`src/rtl/fetch_ctrl_if.sv`:
```
// Fetch-stage bus: PC register handshake, instruction-memory read port, flush and decode hand-off.
// The fetch controller uses the master modport; the PC/memory/decode side uses the slave modport.
interface fetch_ctrl_if;
    logic [31:0] pc;
    logic        pc_write;
    logic        imem_req;
    logic [31:0] imem_addr;
    logic        imem_ack;
    logic [31:0] imem_data;
    logic        flush;
    logic        valid;
    logic        ready;
    logic [31:0] instr;
    logic [31:0] instr_pc;
    logic        misalign;

    modport master (
        input  pc, imem_ack, imem_data, flush, ready,
        output pc_write, imem_req, imem_addr, valid, instr, instr_pc, misalign
    );

    modport slave (
        output pc, imem_ack, imem_data, flush, ready,
        input  pc_write, imem_req, imem_addr, valid, instr, instr_pc, misalign
    );
endinterface

```
`src/rtl/fetch_ctrl.sv`:
```
// Instruction fetch controller: one outstanding memory read feeding a 2-entry {instr, pc} FIFO.
// Optional misaligned-PC trap enabled by defining FETCH_MISALIGN_CHK_EN.
module fetch_ctrl (
    input  logic         clk,
    input  logic         rst,
    fetch_ctrl_if.master bus
);
    typedef enum logic [1:0] {IDLE, WAIT, DISCARD} state_t;

    localparam logic [31:0] PC_SENTINEL = 32'hFFFF_FFFF;
    localparam int          DEPTH       = 2;

    state_t      state_reg;
    logic        pc_write_reg;
    logic        imem_req_reg;
    logic [31:0] imem_addr_reg;

    logic [31:0] instr_mem [DEPTH];
    logic [31:0] pc_mem    [DEPTH];
    logic        wr_ptr_reg;
    logic        rd_ptr_reg;
    logic [1:0]  count_reg;
    logic [1:0]  count_next;

    logic push;
    logic pop;
    logic can_issue;
    logic pc_is_sentinel;
    logic pc_misaligned;
    logic misalign_lock;
    logic do_issue;
    logic do_sentinel;

`ifdef FETCH_MISALIGN_CHK_EN
    logic misalign_reg;

    always_ff @(posedge clk) begin
        if (rst) begin
            misalign_reg <= 1'b0;
        end else if (can_issue && !pc_is_sentinel && pc_misaligned) begin
            misalign_reg <= 1'b1;
        end
    end

    assign pc_misaligned = (bus.pc[1:0] != 2'b00);
    assign misalign_lock = misalign_reg;
    assign bus.misalign  = misalign_reg;
`else
    assign pc_misaligned = 1'b0;
    assign misalign_lock = 1'b0;
    assign bus.misalign  = 1'b0;
`endif

    // While pc_write is high the PC input still shows the old value, so IDLE waits one cycle
    // for the PC register to load before acting on it again.
    always_comb begin
        push           = (state_reg == WAIT) && bus.imem_ack && !bus.flush;
        pop            = (count_reg != 2'd0) && bus.ready && !bus.flush;
        pc_is_sentinel = (bus.pc == PC_SENTINEL);
        can_issue      = (state_reg == IDLE) && !bus.flush && !pc_write_reg
                         && (count_reg < 2'(DEPTH)) && !misalign_lock;
        do_sentinel    = can_issue && pc_is_sentinel;
        do_issue       = can_issue && !pc_is_sentinel && !pc_misaligned;
    end

    always_comb begin
        count_next = count_reg;
        if (bus.flush) begin
            count_next = 2'd0;
        end else begin
            count_next = count_reg + 2'(push) - 2'(pop);
        end
    end

    always_ff @(posedge clk) begin
        if (rst) begin
            state_reg     <= IDLE;
            imem_req_reg  <= 1'b0;
            imem_addr_reg <= 32'h0;
            pc_write_reg  <= 1'b0;
        end else begin
            pc_write_reg <= do_issue || do_sentinel;
            case (state_reg)
                IDLE: begin
                    if (do_issue) begin
                        state_reg     <= WAIT;
                        imem_req_reg  <= 1'b1;
                        imem_addr_reg <= {bus.pc[31:2], 2'b00};
                    end
                end
                WAIT: begin
                    if (bus.imem_ack) begin
                        state_reg    <= IDLE;
                        imem_req_reg <= 1'b0;
                    end else if (bus.flush) begin
                        state_reg <= DISCARD;
                    end
                end
                DISCARD: begin
                    if (bus.imem_ack) begin
                        state_reg    <= IDLE;
                        imem_req_reg <= 1'b0;
                    end
                end
                default: begin
                    state_reg    <= IDLE;
                    imem_req_reg <= 1'b0;
                end
            endcase
        end
    end

    always_ff @(posedge clk) begin
        if (rst) begin
            wr_ptr_reg <= 1'b0;
            rd_ptr_reg <= 1'b0;
            count_reg  <= 2'd0;
        end else begin
            count_reg <= count_next;
            if (bus.flush) begin
                wr_ptr_reg <= 1'b0;
                rd_ptr_reg <= 1'b0;
            end else begin
                if (push) wr_ptr_reg <= ~wr_ptr_reg;
                if (pop)  rd_ptr_reg <= ~rd_ptr_reg;
            end
        end
    end

    // Storage holds no control state, so it needs no reset.
    generate
        for (genvar gi = 0; gi < DEPTH; gi++) begin : g_entry
            always_ff @(posedge clk) begin
                if (push && (wr_ptr_reg == 1'(gi))) begin
                    instr_mem[gi] <= bus.imem_data;
                    pc_mem[gi]    <= imem_addr_reg;
                end
            end
        end
    endgenerate

    assign bus.pc_write  = pc_write_reg;
    assign bus.imem_req  = imem_req_reg;
    assign bus.imem_addr = imem_addr_reg;
    assign bus.valid     = (count_reg != 2'd0);
    assign bus.instr     = instr_mem[rd_ptr_reg];
    assign bus.instr_pc  = pc_mem[rd_ptr_reg];
endmodule

```
`src/flat_wrapper.sv`:
```
// flat-port wrapper written by rule: the top's interface ports become plain ports
module fetch_ctrl_flat 
  (clk, rst, bus_pc, bus_imem_ack, bus_imem_data, bus_flush, bus_ready, bus_pc_write, bus_imem_req, bus_imem_addr, bus_valid, bus_instr, bus_instr_pc, bus_misalign);
  fetch_ctrl_if bus_i ();
  input  logic clk;
  input  logic rst;
  input wire logic [$bits(bus_i.pc)-1:0] bus_pc;
  input wire logic [$bits(bus_i.imem_ack)-1:0] bus_imem_ack;
  input wire logic [$bits(bus_i.imem_data)-1:0] bus_imem_data;
  input wire logic [$bits(bus_i.flush)-1:0] bus_flush;
  input wire logic [$bits(bus_i.ready)-1:0] bus_ready;
  output wire logic [$bits(bus_i.pc_write)-1:0] bus_pc_write;
  output wire logic [$bits(bus_i.imem_req)-1:0] bus_imem_req;
  output wire logic [$bits(bus_i.imem_addr)-1:0] bus_imem_addr;
  output wire logic [$bits(bus_i.valid)-1:0] bus_valid;
  output wire logic [$bits(bus_i.instr)-1:0] bus_instr;
  output wire logic [$bits(bus_i.instr_pc)-1:0] bus_instr_pc;
  output wire logic [$bits(bus_i.misalign)-1:0] bus_misalign;
  assign bus_i.pc = bus_pc;
  assign bus_i.imem_ack = bus_imem_ack;
  assign bus_i.imem_data = bus_imem_data;
  assign bus_i.flush = bus_flush;
  assign bus_i.ready = bus_ready;
  assign bus_pc_write = bus_i.pc_write;
  assign bus_imem_req = bus_i.imem_req;
  assign bus_imem_addr = bus_i.imem_addr;
  assign bus_valid = bus_i.valid;
  assign bus_instr = bus_i.instr;
  assign bus_instr_pc = bus_i.instr_pc;
  assign bus_misalign = bus_i.misalign;
  fetch_ctrl u_core (.clk(clk), .rst(rst), .bus(bus_i));
endmodule
```
`config.mk`:
```
export PLATFORM = sky130hd
export DESIGN_NAME = fetch_ctrl_flat
export DESIGN_NICKNAME = d
export VERILOG_FILES = /design/src/rtl/fetch_ctrl_if.sv /design/src/rtl/fetch_ctrl.sv /design/src/flat_wrapper.sv
export SDC_FILE = /design/constraint.sdc
export NUM_CORES = 1
export LEC_CHECK = 0
export CAP_MARGIN = 40
export CORE_MARGIN = 10
export CORE_UTILIZATION = 50
export DETAILED_ROUTE_END_ITERATION = 7
export PLACE_DENSITY = 0.83
export SLEW_MARGIN = 20
export SYNTH_ARGS = -nofsm -noshare
export SYNTH_HDL_FRONTEND = slang
export SYNTH_SLANG_ARGS = --single-unit
```
`constraint.sdc`:
```
create_clock -name clk -period 7.6 [get_ports clk]
set_clock_uncertainty 0.1 [all_clocks]
set_input_delay 0.76 -clock clk [delete_from_list [all_inputs] [get_ports clk]]
set_output_delay 0.76 -clock clk [all_outputs]
set_load 0.01 [all_outputs]
```
==> flow_summary.toml <==
[pwr]
p_sw_share_pct = 22.7
p_sw_uw = 526
power.internal_uw = 1790
clkPwrFrac_pct = 37.1
p_leak_uw = 0.00302
powerDensity_nw_per_um2 = 269
irDropWorstVdd_uv = 176
seqPwrFrac_pct = 46.8
pwr-share-comb_pct = 16.2

[setup_path]
reg2reg_depth = 7
worstPathRequired_ns = 6.74
crit_arrival_ns = 2.71
end_kind = "output pin"
cp-start-kind = "flop"
path_max_fanout = 33
worst-setup-path-type = "reg2out"

[global_route]
antenna_found_initial = 0
grt_max_degree = 63
grt_pass1_wl_um = 20400
first_global_vias = 3711
met2_usage_pct = 26.1
grt.overflow.total = 0
grtUsageMet3_pct = 6.07
grt.total_usage_pct = 16.0
busiest_layer = "met2"
met1_usage_pct = 18.3

[timing]
slew_violations = 0
tightest_slew_ns = 0.810
hold_violations = 0
timing.hold.ws_ns = 0.386
setup_ws_ns = 4.03
relSlewSlack_pct = 46.0
timing.final.crit_share_pct = 47.0
rsz0062_at_grt = "no"
fmax_ghz = 0.280
setup_viol = 0
final.setup.tns_ns = 0
fin_crit_ns = 3.57

[cts]
cts_buffers = 17
ctsHoldBuffers = 0
h-tree-depth = 4
clock-root-buffer = "clkbuf_16"
cts_resized = 0
cts_setup_buffers = 0
cts_sinks = 163
tritoncts = "done"
clk_latency_ns = 0.42
max-clock-path-buffers = 2
clk_pin_slew_ns = 0.06

[drt]
ant_nets = 0
post_drt_wl_per_cell_um = 19.2
num_vias = 3602
drc = 0
dr.pass1.iters = 4
drt_iter0_markers = 245
routed_via_density = 5.02
wl_um = 13700

[final_layout]
area_delta_synth_final_pct = 39.6
regArea_um2 = 4510
nNetsFinal = 611
multiInputGateArea_um2 = 1540
fill_cells = 809
largest_reg_flops = 64
finalInstanceArea_um2 = 8620
post-route-util_pct = 71.4
drive_gt1_share_pct = 19.3
diodes = 0

[floorplanning]
die_y_um = 131
start_util_pct = 51.2
coreArea_um2 = 12100
rows = 40
die_area_um2 = 17200
io_pins = 169
die_w_um = 131

[placed_design]
dp_slack_ns = 4.42
place.gp.congestion = 0.794
numPortBuffers = 163
dpl_cell_area_um2 = 7950
hpwl_um = 9560

[logic_synthesis]
synthFlopType = "edfxtp_1"
ys_ff_latch = 163
syn_avg_cell_area_um2 = 17.0
synthCells = 363
synthArstFlopShare_pct = 0
synth_edf_count = 124
ys_seq_area_share_pct = 73.0
yosysWarnings = 0
ys_types = 35
netlist_area_um2 = 6170

[outcome]
status = "finished clean"

[job]
drv_cap = 0

[min_path]
min_path_cells = 0
hold_class = "reg2reg"
## final timing paths
path	start	endpoint	slack, ns
hold / removal	u_core.bus.imem_addr[28]	u_core.pc_mem[0][26]	0.39
setup / recovery	flop	bus_instr_pc[11]	4.03
setup reg to reg	u_core.state_reg[1]	u_core.bus.imem_addr[7]	5.39
hold reg to reg	u_core.bus.imem_addr[28]	u_core.pc_mem[0][26]	0.39
## cell usage in the layout, fill, tap and decap left out, types with 2 or more instances in the layout
cell / count
clkdlybuf4s50_1: 163
edfxtp_1: 124
nor2_1: 34
bufinv_16: 2
clkbuf_16: 20
xor2_1: 3
conb_1: 5
a21oi_1: 3
inv_1: 6
buf_16: 2
clkinv_2: 3
clkbuf_1: 4
o21a_2: 2
dfxtp_1: 38
nor3_1: 4
ha_1: 6
nand2_1: 3
buf_4: 5
nand4_1: 7
mux2i_1: 31
mux2_2: 60
mux2_1: 2
nand2b_1: 3
## logic make-up (layout without fill, tap and decap cells)
kind of cell	Yosys count	count (layout)	share of synthesized area [%]
other cells	1	5	0.0608
buf+inv	27	209	2.56
mux	93	93	16.3
flops	163	163	73.0
xor+xnor	4	4	0.568
compound gates	9	9	1.18
simple gates	60	60	5.07
fa+ha+maj	6	6	1.22
## power groups by stage
stage | Clock (µW) | Sequential, µW | Combinational (µW)
floorplan | 0 | 1100 | 173
global placement | 0 | 1100 | 364
detailed placement | 0 | 1100 | 373
CTS | 877 | 1080 | 376
global route | 915 | 1090 | 403
finish | 858 | 1080 | 374
## metrics by stage
stage / total power [µW] / std cells
after floorplan: 1280 / 367
after global placement: 1460 / 683
after detailed placement: 1480 / 683
after CTS: 2340 / 715
after global routing: 2410 / 717
final: 2310 / 717
## routing by layer
layer / vias up / share of wire [%]
li1: 1696 / -
met1: 1762 / 39
met2: 122 / 50
met3: 22 / 8.7
met4: 0 / 2.0
met5: - / 0
## worst max-delay path: stages, from the launching register on
cell,delay (ns)
dfxtp_2,0.84
buf_4,0.52
mux2_2,0.40
clkdlybuf4s50_1,0.49
## layout make-up
cell class / count / area share [%]
Sequential cell: 163 / 52.3
Timing Repair Buffer: 170 / 20.0
Multi-Input combinational cell: 177 / 17.9
Clock buffer: 24 / 5.98
Tap cell: 168 / 2.44
Clock inverter: 8 / 1.10
Inverter: 7 / 0.305
## Yosys cell counts (4+ instances only)
cell type	n	area, µm²
clkbuf_1	4	15.0
nand4_1	7	43.8
edfxtp_1	124	3720
nor3_1	4	20.0
inv_1	6	22.5
nor2_1	35	131
buf_2	6	30.0
buf_6	4	45.0
dfxtp_1	39	781
mux2i_1	31	310
mux2_2	60	676
ha_1	6	75.1
buf_4	5	37.5
(Power assumes the default switching activity.)
